[config.mk]
export PLATFORM = sky130hd
export DESIGN_NAME = control_fsm
export DESIGN_NICKNAME = d
export VERILOG_FILES = /design/src/rtl/ctrl_pkg.sv /design/src/rtl/alu_dec.sv /design/src/rtl/control_fsm.sv
export SDC_FILE = /design/constraint.sdc
export NUM_CORES = 1
export LEC_CHECK = 0
export CAP_MARGIN = 15
export CORE_ASPECT_RATIO = 1.4
export CORE_MARGIN = 3
export CORE_UTILIZATION = 36
export DETAILED_ROUTE_END_ITERATION = 10
export HOLD_SLACK_MARGIN = 0.15
export PLACE_DENSITY = 0.94
export REMOVE_ABC_BUFFERS = 1
export SYNTH_ARGS = -nofsm -noshare
export SYNTH_HDL_FRONTEND = slang
export SYNTH_HIERARCHICAL = 1
export SYNTH_SLANG_ARGS = --single-unit
[constraint.sdc]
create_clock -name clk -period 6.12 [get_ports clk]
set_clock_uncertainty 0.15 [all_clocks]
set_input_delay 0.612 -clock clk [delete_from_list [all_inputs] [get_ports clk]]
set_output_delay 0.612 -clock clk [all_outputs]
set_load 0.01 [all_outputs]
[src/rtl/ctrl_pkg.sv]
// Shared encodings for the OTTER multicycle control unit: opcodes, FSM states,
// ALU operation codes and the datapath mux-select enums.
package ctrl_pkg;

    localparam logic [6:0] OP_R      = 7'b0110011;
    localparam logic [6:0] OP_I      = 7'b0010011;
    localparam logic [6:0] OP_LUI    = 7'b0110111;
    localparam logic [6:0] OP_AUIPC  = 7'b0010111;
    localparam logic [6:0] OP_JAL    = 7'b1101111;
    localparam logic [6:0] OP_JALR   = 7'b1100111;
    localparam logic [6:0] OP_BRANCH = 7'b1100011;
    localparam logic [6:0] OP_LOAD   = 7'b0000011;
    localparam logic [6:0] OP_STORE  = 7'b0100011;
    localparam logic [6:0] OP_FENCE  = 7'b0001111;

    typedef enum logic [3:0] {
        ST_FETCH, ST_DECODE, ST_EXEC_R, ST_EXEC_I, ST_LUI, ST_AUIPC,
        ST_JAL, ST_JALR, ST_BRANCH, ST_LOAD, ST_STORE, ST_TRAP
    } state_t;

    localparam logic [3:0] ALU_ADD  = 4'b0000;
    localparam logic [3:0] ALU_SUB  = 4'b1000;
    localparam logic [3:0] ALU_SLL  = 4'b0001;
    localparam logic [3:0] ALU_SLT  = 4'b0010;
    localparam logic [3:0] ALU_SLTU = 4'b0011;
    localparam logic [3:0] ALU_XOR  = 4'b0100;
    localparam logic [3:0] ALU_SRL  = 4'b0101;
    localparam logic [3:0] ALU_SRA  = 4'b1101;
    localparam logic [3:0] ALU_OR   = 4'b0110;
    localparam logic [3:0] ALU_AND  = 4'b0111;

    localparam logic [1:0] SIZE_WORD = 2'b10;

    typedef enum logic [2:0] {IMM_I, IMM_S, IMM_B, IMM_U, IMM_J} immed_sel_t;
    typedef enum logic [1:0] {A_PC, A_OLD_PC, A_RS1, A_ZERO} alu_a_sel_t;
    typedef enum logic [1:0] {B_RS2, B_IMMED, B_FOUR} alu_b_sel_t;
    typedef enum logic [1:0] {REG_PC, REG_ALU, REG_MEM} reg_sel_t;
    typedef enum logic {ADDR_PC, ADDR_ALU} addr_sel_t;

    // Which ALU decode rule applies: plain add, R-type or I-type arithmetic.
    typedef enum logic [1:0] {ALU_CLS_ADD, ALU_CLS_R, ALU_CLS_I} alu_cls_t;

endpackage

[src/rtl/alu_dec.sv]
// ALU operation decode from the instruction class, funct3 and inst[30].
import ctrl_pkg::*;

module alu_dec (
    input  alu_cls_t   i_cls,
    input  logic [2:0] i_funct3,
    input  logic       i_bit30,
    output logic [3:0] o_alu_op
);

    always_comb begin
        o_alu_op = ALU_ADD;
        case (i_cls)
            ALU_CLS_R: o_alu_op = {i_bit30, i_funct3};
            // inst[30] is immediate data for everything except the shift-right pair
            ALU_CLS_I: o_alu_op = {(i_funct3 == 3'b101) & i_bit30, i_funct3};
            default:   o_alu_op = ALU_ADD;
        endcase
    end

endmodule

[src/rtl/control_fsm.sv]
// Multicycle OTTER sequencer: state register plus combinational control decode,
// including the memory request/ready handshake for fetch, load and store.
import ctrl_pkg::*;

module control_fsm (
    input  logic        clk,
    input  logic        rst,
    input  logic [31:0] inst,
    input  logic        mem_ready,
    output logic        mem_rd,
    output logic        mem_wr,
    output logic [1:0]  mem_size,
    output logic        pcUpdate,
    output logic        enBranch,
    output logic        irWrite,
    output logic        addrSrc,
    output logic [1:0]  regSrc,
    output logic        regWrite,
    output logic [2:0]  immedSrc,
    output logic [1:0]  aluSrcA,
    output logic [1:0]  aluSrcB,
    output logic [3:0]  aluOp,
    output logic        illegal
);

    state_t     r_state;
    state_t     w_next;
    logic       r_illegal;
    alu_cls_t   w_cls;
    logic [3:0] w_alu_op;

    always_ff @(posedge clk) begin
        if (rst) begin
            r_state   <= ST_FETCH;
            r_illegal <= 1'b0;
        end else begin
            r_state <= w_next;
            if (w_next == ST_TRAP) begin
                r_illegal <= 1'b1;
            end
        end
    end

    always_comb begin
        case (r_state)
            ST_EXEC_R: w_cls = ALU_CLS_R;
            ST_EXEC_I: w_cls = ALU_CLS_I;
            default:   w_cls = ALU_CLS_ADD;
        endcase
    end

    alu_dec u_alu_dec (
        .i_cls    (w_cls),
        .i_funct3 (inst[14:12]),
        .i_bit30  (inst[30]),
        .o_alu_op (w_alu_op)
    );

    always_comb begin
        w_next   = r_state;
        mem_rd   = 1'b0;
        mem_wr   = 1'b0;
        mem_size = 2'b00;
        pcUpdate = 1'b0;
        enBranch = 1'b0;
        irWrite  = 1'b0;
        addrSrc  = ADDR_PC;
        regSrc   = REG_PC;
        regWrite = 1'b0;
        immedSrc = IMM_I;
        aluSrcA  = A_PC;
        aluSrcB  = B_RS2;
        aluOp    = w_alu_op;
        illegal  = r_illegal;

        case (r_state)
            ST_FETCH: begin
                mem_rd   = 1'b1;
                mem_size = SIZE_WORD;
                aluSrcB  = B_FOUR;
                if (mem_ready) begin
                    irWrite  = 1'b1;
                    pcUpdate = 1'b1;
                    w_next   = ST_DECODE;
                end
            end
            ST_DECODE: begin
                case (inst[6:0])
                    OP_R:      w_next = ST_EXEC_R;
                    OP_I:      w_next = ST_EXEC_I;
                    OP_LUI:    w_next = ST_LUI;
                    OP_AUIPC:  w_next = ST_AUIPC;
                    OP_JAL:    w_next = ST_JAL;
                    OP_JALR:   w_next = ST_JALR;
                    OP_BRANCH: w_next = ST_BRANCH;
                    OP_LOAD:   w_next = ST_LOAD;
                    OP_STORE:  w_next = ST_STORE;
                    OP_FENCE:  w_next = ST_FETCH;
                    default:   w_next = ST_TRAP;
                endcase
            end
            ST_EXEC_R: begin
                aluSrcA  = A_RS1;
                regSrc   = REG_ALU;
                regWrite = 1'b1;
                w_next   = ST_FETCH;
            end
            ST_EXEC_I: begin
                aluSrcA  = A_RS1;
                aluSrcB  = B_IMMED;
                regSrc   = REG_ALU;
                regWrite = 1'b1;
                w_next   = ST_FETCH;
            end
            ST_LUI, ST_AUIPC: begin
                aluSrcA  = (r_state == ST_LUI) ? A_ZERO : A_OLD_PC;
                aluSrcB  = B_IMMED;
                immedSrc = IMM_U;
                regSrc   = REG_ALU;
                regWrite = 1'b1;
                w_next   = ST_FETCH;
            end
            // rd takes the PC register, which already holds the return address
            ST_JAL, ST_JALR: begin
                aluSrcA  = (r_state == ST_JAL) ? A_OLD_PC : A_RS1;
                aluSrcB  = B_IMMED;
                immedSrc = (r_state == ST_JAL) ? IMM_J : IMM_I;
                pcUpdate = 1'b1;
                regSrc   = REG_PC;
                regWrite = 1'b1;
                w_next   = ST_FETCH;
            end
            ST_BRANCH: begin
                aluSrcA  = A_OLD_PC;
                aluSrcB  = B_IMMED;
                immedSrc = IMM_B;
                enBranch = 1'b1;
                w_next   = ST_FETCH;
            end
            ST_LOAD: begin
                mem_rd   = 1'b1;
                mem_size = inst[13:12];
                addrSrc  = ADDR_ALU;
                aluSrcA  = A_RS1;
                aluSrcB  = B_IMMED;
                regSrc   = REG_MEM;
                if (mem_ready) begin
                    regWrite = 1'b1;
                    w_next   = ST_FETCH;
                end
            end
            ST_STORE: begin
                mem_wr   = 1'b1;
                mem_size = inst[13:12];
                addrSrc  = ADDR_ALU;
                aluSrcA  = A_RS1;
                aluSrcB  = B_IMMED;
                immedSrc = IMM_S;
                if (mem_ready) begin
                    w_next = ST_FETCH;
                end
            end
            ST_TRAP: begin
                w_next = ST_TRAP;
            end
            default: begin
                w_next = ST_FETCH;
            end
        endcase

        // Reset silences every control so an interrupted access cannot commit.
        if (rst) begin
            mem_rd   = 1'b0;
            mem_wr   = 1'b0;
            mem_size = 2'b00;
            pcUpdate = 1'b0;
            enBranch = 1'b0;
            irWrite  = 1'b0;
            addrSrc  = ADDR_PC;
            regSrc   = REG_PC;
            regWrite = 1'b0;
            immedSrc = IMM_I;
            aluSrcA  = A_PC;
            aluSrcB  = B_RS2;
            aluOp    = ALU_ADD;
            illegal  = 1'b0;
        end
    end

endmodule

Yosys cells after proc, flatten, opt, wreduce, memory -nomap -nowiden
Index checks and enable logic that the tools add are counted.

storage, ports and cells
  register bits after elaboration = 5
  bits in latches = 0
  RAM bits = 0
  ROM bits = 0
  output and inout port bits = 23
  word-level logic and storage cells = 73
  memories = 0

operators by class
  add/sub/neg operators = 0
  $mul = 0
  div/mod/pow operators = 0
  $lt $le $gt $ge = 0
  equal/unequal tests = 25
  shift operators = 0
  mux-type cells = 36
  bitwise operators = 1
  reduce and logical (&&, ||, !) cells = 9

operator list
  operator                                             number
  one-hot mux 4 bit (10 select lines)                  1
  equality test 7 x 6 -> 1 bit, second input constant  3
  equality test 7 bit, second input constant           3
  equality test 4 bit, second input constant           5
  equality test 4 x 3 -> 1 bit, second input constant  4
  one-hot mux 2 bit (2 select lines)                   4
  one-hot mux 4 bit (4 select lines)                   1
  equality test 7 x 5 -> 1 bit, second input constant  2
  two-way mux 1 bit                                    14
  two-way mux 2 bit                                    6
  two-way mux 4 bit                                    3
  one-hot mux 3 bit (4 select lines)                   1
  equality test 4 x 2 -> 1 bit, second input constant  2
  one-hot mux 2 bit (4 select lines)                   1
  one-hot mux 4 bit (2 select lines)                   1
  OR reduction 2 bit                                   4
  OR reduction 4 bit                                   2
  OR reduction 8 bit                                   1
  equality test 7 x 2 -> 1 bit, second input constant  1
  equality test 7 x 4 -> 1 bit, second input constant  1
  two-way mux 3 bit                                    2
  OR reduction 6 bit                                   1
  equality test 4 x 1 -> 1 bit, second input constant  1
  zero test 4 bit                                      1
  5 further kinds                                      6

Logic depth before layout (Yosys ltp)
Gate-level depths: netlist of run 1.

  depth after elaboration = 5
  gate-level depth with buffers = 9
  depth with buffers taken out = 8

Hierarchy
Netlist of run 1, hierarchy kept.

by module, submodules not included
  module       times used  cells each  area each (um2)  seq. area each (um2)
  control_fsm  1           100         679.4            100.1
  alu_dec      1           12          85.1             0.0

Least setup slack after synthesis of run 1
Ideal clock, no wire load.

  kind = reg-to-output
  from = register r_state[0]
  to = output aluOp[0]
  arrival time = 1919 ps
  required time = 5358 ps
  setup slack = 3439 ps
  stages on the path, launching flop included = 8
  path through = dfxtp_1 clkbuf_1 inv_1 nor4_1 ha_1 o21ba_1 and2_1 nor2b_1

between the ends
  word-level cells in the longest chain between the ends = 5
  elaborated cells between the ends (all ways) = 7
  those cells by class = eq/ne (4); mux (3)

ends and longest elaborated chain
  item                                                                        RTL line            source
  from (decl)                                                                 control_fsm.sv:26   state_t r_state;
  from (signal assigned)                                                      control_fsm.sv:37   r_state <= w_next;
  equality test 4 x 2 -> 1 bit                                                control_fsm.sv:45   case (r_state)
  one-hot mux 2 bit (2 select lines) *                                        control_fsm.sv:45
  net w_cls[1]                                                                control_fsm.sv:29   alu_cls_t w_cls;
  equality test 2 bit / equality test 2 x 1 -> 1 bit (equally long branches)  alu_dec.sv:13       case (i_cls)
  one-hot mux 4 bit (2 select lines) *                                        alu_dec.sv:13
  net w_alu_op[0]                                                             control_fsm.sv:30   logic [3:0] w_alu_op;
  two-way mux 4 bit *                                                         control_fsm.sv:172  if (rst) begin
  to (decl)                                                                   control_fsm.sv:22   output logic [3:0] aluOp,

Mark *: on every way through the listed nets, which the timed path passes. The rest lies on a longest branch.

Worst setup path after layout of run 1
  from = input rst
  to = output mem_size[0]

between the ends
  word-level cells in the longest chain between the ends = 1

ends and longest elaborated chain
  item               RTL line            source
  from (decl)        control_fsm.sv:7    input logic rst,
  two-way mux 2 bit  control_fsm.sv:172
  to (decl)          control_fsm.sv:12   output logic [1:0] mem_size,

Every way passes these cells.

==> key figures, run 1 <==
Drt
  • DRC violations left: 0
  • 1st-iter DRT viols: 12
  • Routed Antenna Nets: 0
  • DR WL/cell: 12.7 µm
  • DR vias: 925
  • Total iterations of the first detailed-routing run: 4
  • Total Wirelength: 2100 µm
  • DR vias/cell: 5.61

Synth
  • Ys async rst share: 0
  • Syn_area_per_cell: between 6 and 7 µm²
  • Synth Warn #: 6
  • Cell area after synthesis: 764 µm²
  • Prevailing post-synth register cell: dfxtp_1
  • Post-synth cell types: 40
  • Sequential area share after synthesis: 0.131
  • Cells after Synth: 112
  • Post-synth EDFFs: 0
  • Register bit count reported by yosys: 5

Global route
  • First-pass GRT wire length: approximately 3400 µm
  • Pin count of the biggest net entering global routing: 22
  • GRT overflow: 0
  • Vias in the first global route: 848
  • Global-route usage over all layers: 0.162
  • Initial antenna violation count: 0

Setup path
  • Crit-path max FO: 21
  • Max stage delay cell, worst path: clkdlybuf4s50_1
  • Critical setup path kind: in2out
  • Reg2reg start: r_state[0]$_SDFF_PP0_
  • CP startpoint kind: input port
  • Worst EP arrival: 2.96 ns
  • Reg-to-reg setup timing slack: 4.04 ns
  • CP required: 5.36 ns
  • Crit Reg-Reg Endpoint: r_illegal$_SDFFE_PP0N_
  • Most frequent CP cell: clkdlybuf4s50_1
  • FF-to-FF path depth: 4
  • Crit-path cells: clkdlybuf4s50_1 > or3b_2 > a21oi_1 > and2_1 > clkdlybuf4s50_1
  • Crit path capture type: output pin
  • Delay of the slowest critical-path stage: 0.76 ns

Run
  • Number of max-cap violations: 0

Power and ir drop
  • Max IR drop VDD: 0.000148 V
  • Leak: 0.403 nW
  • Int Pwr: roughly 100 µW
  • Switching Fraction: 0.353
  • Sw power: 55.0 µW
  • Combinational power share: 0.481
  • Seq pwr share: 0.284
  • Clock power frac: 0.235
  • PD cells: 136 nW/µm²

Cells and area
  • Nets: 182
  • N_diodes: 0
  • Area delta synth->final: 50.1%
  • Most common cell after layout, fill and taps aside: clkdlybuf4s50_1
  • Most frequent cells in the layout: clkdlybuf4s50_1, nor2_1, inv_1, nor2b_1
  • Share of cells above drive strength 1: 0.0625

Timing
  • Tmin final: 3.73 ns
  • Unrepaired setup endpoints after global routing: false
  • Slew HR: 0.542
  • Final hold violation count: 0
  • Final worst-path setup slack: 2.39 ns
  • Worst Max-Slew Pin Slew: 0.685 ns
  • Crit share post-route: 0.609
  • F_max: 268 MHz
  • Final Max Slew Viols: 0
  • Setup violations, final: 0
  • Setup TNS: 0 ns

Place
  • DP Worst Slack: 2.37 ns
  • GPL Wtd Cong: 0.822
  • PortBufs: 36
  • Hpwl dp: roughly 1700 µm

Floorplan
  • IO Count: 58
  • Die width: 44.9 µm
  • Area of the core: 2000 µm²
  • Initial core utilization: 0.383
  • Die area: roughly 2700 µm²
  • Die Span Y: 60.5 µm
  • # rows: 19

Clocking
  • Clock sinks: 5
  • Cts hold-fix bufs: 0
  • Deepest clock path buffer count: 2
  • H-tree depth: 1
  • Cts bufs inserted: 3
  • Post-CTS sizing: 0
  • Setup Buffers After CTS: 0
  • Clk Latency, worst-skew pair: 0.23 ns
  • Clock-pin slew on the worst setup and hold paths: roughly 0.040 ns
  • TritonCTS clock tree: built
  • Root buf cell: clkbuf_4

Min path
  • Hold depth: 2
  • HP Start: r_illegal$_SDFFE_PP0N_
  • Hold Path End: r_illegal$_SDFFE_PP0N_
  • Worst min path class: reg2reg

Status
  • Status: completed
[worst max-delay path by stage]
stage / from / to / slack, ns / cells past startpoint
final: rst / mem_size[0] / 2.39 / 5
after global routing: rst / mem_size[1] / 2.16 / 5
after CTS: rst / mem_size[1] / 2.36 / 5
after detailed placement: rst / mem_size[0] / 2.37 / 5
after global placement: rst / mem_size[0] / 2.39 / 5
after floorplan: r_state[1]$_SDFF_PP0_ / aluOp[0] / 3.49 / 6
[cell usage after synthesis, drive strengths merged (2+ instances only)]
| cell type | count | area, µm² |
|---|---|---|
| a211oi | 4 | 30.0 |
| a21oi | 4 | 20.0 |
| a311oi | 2 | 17.5 |
| a31oi | 2 | 12.5 |
| and2 | 6 | 37.5 |
| clkbuf | 7 | 26.3 |
| dfxtp | 5 | 100 |
| ha | 2 | 25.0 |
| inv | 7 | 26.3 |
| nand2 | 5 | 18.8 |
| nand2b | 5 | 31.3 |
| nand3 | 3 | 15.0 |
| nand3b | 3 | 22.5 |
| nor2 | 17 | 63.8 |
| nor2b | 7 | 43.8 |
| nor3 | 6 | 30.0 |
| o21ba | 2 | 20.0 |
| o32ai | 2 | 25.0 |
| or3b | 3 | 26.3 |
| xor2 | 2 | 17.5 |
[sequential cells by signal, indices dropped and copies added (netlist names)]
name / flops
r_state: 4
r_illegal: 1
[layout make-up]
type | instances | area (µm²)
Clock buffer | 4 | 26.3
Fill cell | 194 | 850
Inverter | 7 | 26.3
Multi-Input combinational cell | 92 | 608
Sequential cell | 5 | 100
Tap cell | 21 | 26.3
Timing Repair Buffer | 36 | 360
[worst max-delay path: cells and delay by family]
kind | cells | cell delay (ns)
and+or+nand+nor | 2 | 0.83
AOI/OAI and AO/OA | 1 | 0.24
buffers and inverters | 2 | 1.28
[through the flow]
step           std cells  area, µm²  total power, mW  utilization  hold WS [ns]
2_1_floorplan        104        734           0.0824            -         0.293
3_3_place_gp         161       1120            0.116        0.561         0.307
3_5_place_dp         161       1120            0.120        0.561         0.321
4_1_cts              165       1150            0.157        0.575         0.330
5_1_grt              165       1150            0.167        0.575         0.358
6_report             165       1150            0.156        0.575         0.324
[layer usage]
layer | vias to the layer above | share of wire | GRT usage
li1 | 462 | - | -
met1 | 417 | 0.37 | 0.167
met3 | 4 | 0.088 | 0.0297
met4 | 0 | 0.015 | 0.0502
met2 | 42 | 0.53 | 0.316
met5 | - | 0 | 0
[cell families after synthesis]
group	after synthesis	synth area share
XOR/XNOR	3	0.0344
buffers and inverters	15	0.0737
AND/OR/NAND/NOR	60	0.440
multiplexers	1	0.0131
AO/OA/AOI/OAI	26	0.275
adder cells (fa/ha/maj)	2	0.0327
flip-flops	5	0.131
[power by group through the flow]
| stage | combinational (mW) | sequential (mW) | clock [mW] |
|---|---|---|---|
| final | 0.0749 | 0.0441 | 0.0366 |
| after global routing | 0.0824 | 0.0450 | 0.0395 |
| after CTS | 0.0754 | 0.0441 | 0.0371 |
| after detailed placement | 0.0749 | 0.0446 | 0 |
| after global placement | 0.0724 | 0.0441 | 0 |
| after floorplan | 0.0401 | 0.0423 | 0 |
Power figures use the tool's default switching activity.
==> run 2, diff against run 1 <==
--- a/config.mk
+++ b/config.mk
@@ -8,10 +8,10 @@
 export CAP_MARGIN = 15
 export CORE_ASPECT_RATIO = 1.4
 export CORE_MARGIN = 3
-export CORE_UTILIZATION = 36
+export CORE_UTILIZATION = 30
 export DETAILED_ROUTE_END_ITERATION = 10
 export HOLD_SLACK_MARGIN = 0.15
-export PLACE_DENSITY = 0.94
+export PLACE_DENSITY = 0.85
 export REMOVE_ABC_BUFFERS = 1
 export SYNTH_ARGS = -nofsm -noshare
 export SYNTH_HDL_FRONTEND = slang
==> constraint.sdc (replaced) <==
create_clock -name clk -period 3.3 [get_ports clk]
set_clock_uncertainty 0.15 [all_clocks]
set_input_delay 0.33 -clock clk [delete_from_list [all_inputs] [get_ports clk]]
set_output_delay 0.33 -clock clk [all_outputs]
set_load 0.01 [all_outputs]
==> key figures, run 2 (synthesized netlist as in run 1, its figures left out) <==
Clocking
  • Setup Buffers After CTS: 0 (unchanged)
  • H-tree depth: 1 (unchanged)
  • Root buf cell: clkbuf_4
  • Cts bufs inserted: 3 (unchanged)
  • Post-CTS sizing: 0 (unchanged)
  • Clk Latency, worst-skew pair: 0.24 ns (about the same)
  • Clock-pin slew on the worst setup and hold paths: 0.04 ns (about the same)
  • Clock sinks: 5 (unchanged)
  • Deepest clock path buffer count: 2 (unchanged)
  • Cts hold-fix bufs: 0 (unchanged)
  • TritonCTS clock tree: built

Cells and area
  • Final Cell Area: 1190 µm² (+3.4%)
  • Most common cell after layout, fill and taps aside: clkdlybuf4s50_1
  • Largest register by flop count: r_state
  • Nets: 185 (+1.6%)
  • Area delta synth->final: 55.2%
  • Most frequent cells in the layout: clkdlybuf4s50_1, nor2_1, inv_1, nor2b_1
  • Share of cells above drive strength 1: 0.0816 (+0.0191)
  • Top flop regs: r_state: 4 flops, r_illegal: 1 flops
  • Max reg flops: 4 (unchanged)
  • N_diodes: 0 (unchanged)

Drt
  • Routed Antenna Nets: 0 (unchanged)
  • DR vias: 950 (+2.7%)
  • Total Wirelength: 2120 µm (+0.86%)
  • Total iterations of the first detailed-routing run: 4 (unchanged)
  • DR vias/cell: 5.25 (-6.4%)
  • 1st-iter DRT viols: 25 (+13)
  • DR WL/cell: 11.7 µm (-8.1%)
  • DRC violations left: 0 (unchanged)

Floorplan
  • IO Count: 58 (unchanged)
  • Die area: 3200 µm² (+18%)
  • Area of the core: 2420 µm² (+21%)
  • Die Span Y: 65.7 µm (+8.6%)
  • # rows: 21 (+2)
  • Die width: 48.7 µm (+8.3%)
  • Initial core utilization: 0.316 (-0.0666)

Place
  • PortBufs: 36 (unchanged)
  • GPL Wtd Cong: 0.927 (+13%)
  • DP Worst Slack: 0.507 ns (-1.87 ns)
  • Placed cell areas: 1160 µm² (+3.5%)
  • Hpwl dp: 1700 µm (+2.2%)

Power and ir drop
  • Seq pwr share: 0.248 (-0.036)
  • Int Pwr: 191 µW (+90%)
  • Leak: 0.418 nW (+3.8%)
  • Combinational power share: 0.513 (+0.032)
  • Switching Fraction: 0.357 (+0.00354)
  • Sw power: 106 µW (+93%)
  • PD cells: 251 nW/µm² (+85%)
  • Max IR drop VDD: 0.000133 V (-11%)
  • Clock power frac: 0.240 (+0.005)

Timing
  • Unrepaired setup endpoints after global routing: false
  • Setup TNS: 0 ns (unchanged)
  • Crit share post-route: 0.928
  • Final hold violation count: 0 (unchanged)
  • Worst Max-Slew Pin Slew: 0.450 ns (-0.235 ns)
  • Slew HR: 0.692 (+0.150)
  • Final worst-path setup slack: 0.237 ns (-2.16 ns)
  • Tmin final: roughly 3.1 ns
  • Final Max Slew Viols: 0 (unchanged)
  • F_max: about 330 MHz
  • Setup violations, final: 0 (unchanged)

Setup path
  • Worst path bufs/invs: 2 (unchanged)
  • CP startpoint kind: flip-flop
  • CP top delay family: buffers and inverters
  • CP required: 2.82 ns (-2.54 ns)
  • Worst EP arrival: 2.58 ns (-0.38 ns)
  • Reg2reg start: r_state[1]$_SDFF_PP0_
  • Crit-path max FO: 8 (-62%)
  • Delay of the slowest critical-path stage: 0.54 ns (-0.22 ns)
  • Crit path capture type: output pin
  • Critical setup path kind: reg2out
  • Crit path launch: r_state[1]$_SDFF_PP0_
  • Crit-path cells: inv_1 > nor4_1 > ha_1 > o21ba_1 > and2_1 > nor2b_1 > clkdlybuf4s50_1
  • Max stage delay cell, worst path: clkdlybuf4s50_1

Min path
  • Worst min path class: reg2reg
  • HP Start: r_illegal$_SDFFE_PP0N_

Run
  • Number of max-cap violations: 0 (unchanged)

Global route
  • Global-route usage over all layers: 0.133 (-0.0289)
  • First-pass GRT wire length: 3480 µm (+1.2%)
  • Initial antenna violation count: 0 (unchanged)
  • GRT overflow: 0 (unchanged)
  • Vias in the first global route: 857 (+1.1%)
  • Pin count of the biggest net entering global routing: 20 (-9.1%)

Status
  • Status: completed
-- run 2: routing by layer --
metal | global-route usage | routed length, µm | vias to the layer above | share of wire
met5 | 0 | 0 | - | 0
met3 | 0.0249 | 160 | 2 | 0.076
met2 | 0.272 | 1130 | 44 | 0.53
met1 | 0.130 | 814 | 434 | 0.38
li1 | - | - | 470 | -
met4 | 0.0427 | 13 | 0 | 0.0061
-- run 2: power by group through the flow --
stage / clock (mW) / combinational (mW) / sequential (mW)
after floorplan: 0 / 0.0743 / 0.0785
after global placement: 0 / 0.149 / 0.0745
after detailed placement: 0 / 0.152 / 0.0746
after CTS: 0.0726 / 0.153 / 0.0735
after global routing: 0.0758 / 0.167 / 0.0745
final: 0.0713 / 0.153 / 0.0737
-- run 2: area by class of cell --
class | count | area, µm²
multi-input combinational | 92 | 608
sequential | 5 | 100
inverter | 7 | 26.3
timing repair buffer | 39 | 383
tap | 34 | 42.5
clock buffer | 4 | 26.3
fill | 264 | 1230
-- run 2: tightest hold or removal path, cell delays in order, from the launching register on --
cell     delay, ns
dfxtp_1       0.31
inv_1         0.06
o32ai_2       0.08
-- run 2: worst paths after layout --
kind                       endpoint  slack [ns]  cells past startpoint
min reg2reg  r_illegal$_SDFFE_PP0N_        0.34                      2
max reg2reg  r_illegal$_SDFFE_PP0N_        1.23                      5
min          r_illegal$_SDFFE_PP0N_        0.34                      2
max                        aluOp[1]        0.24                      7
-- run 2: metrics by stage --
step	power (mW)	hold WS, ns	utilization	cells
global route	0.318	0.376	0.491	181
CTS	0.300	0.339	0.491	181
global placement	0.223	0.313	0.480	177
detailed placement	0.227	0.337	0.480	177
finish	0.298	0.343	0.491	181
floorplan	0.153	0.252	-	104
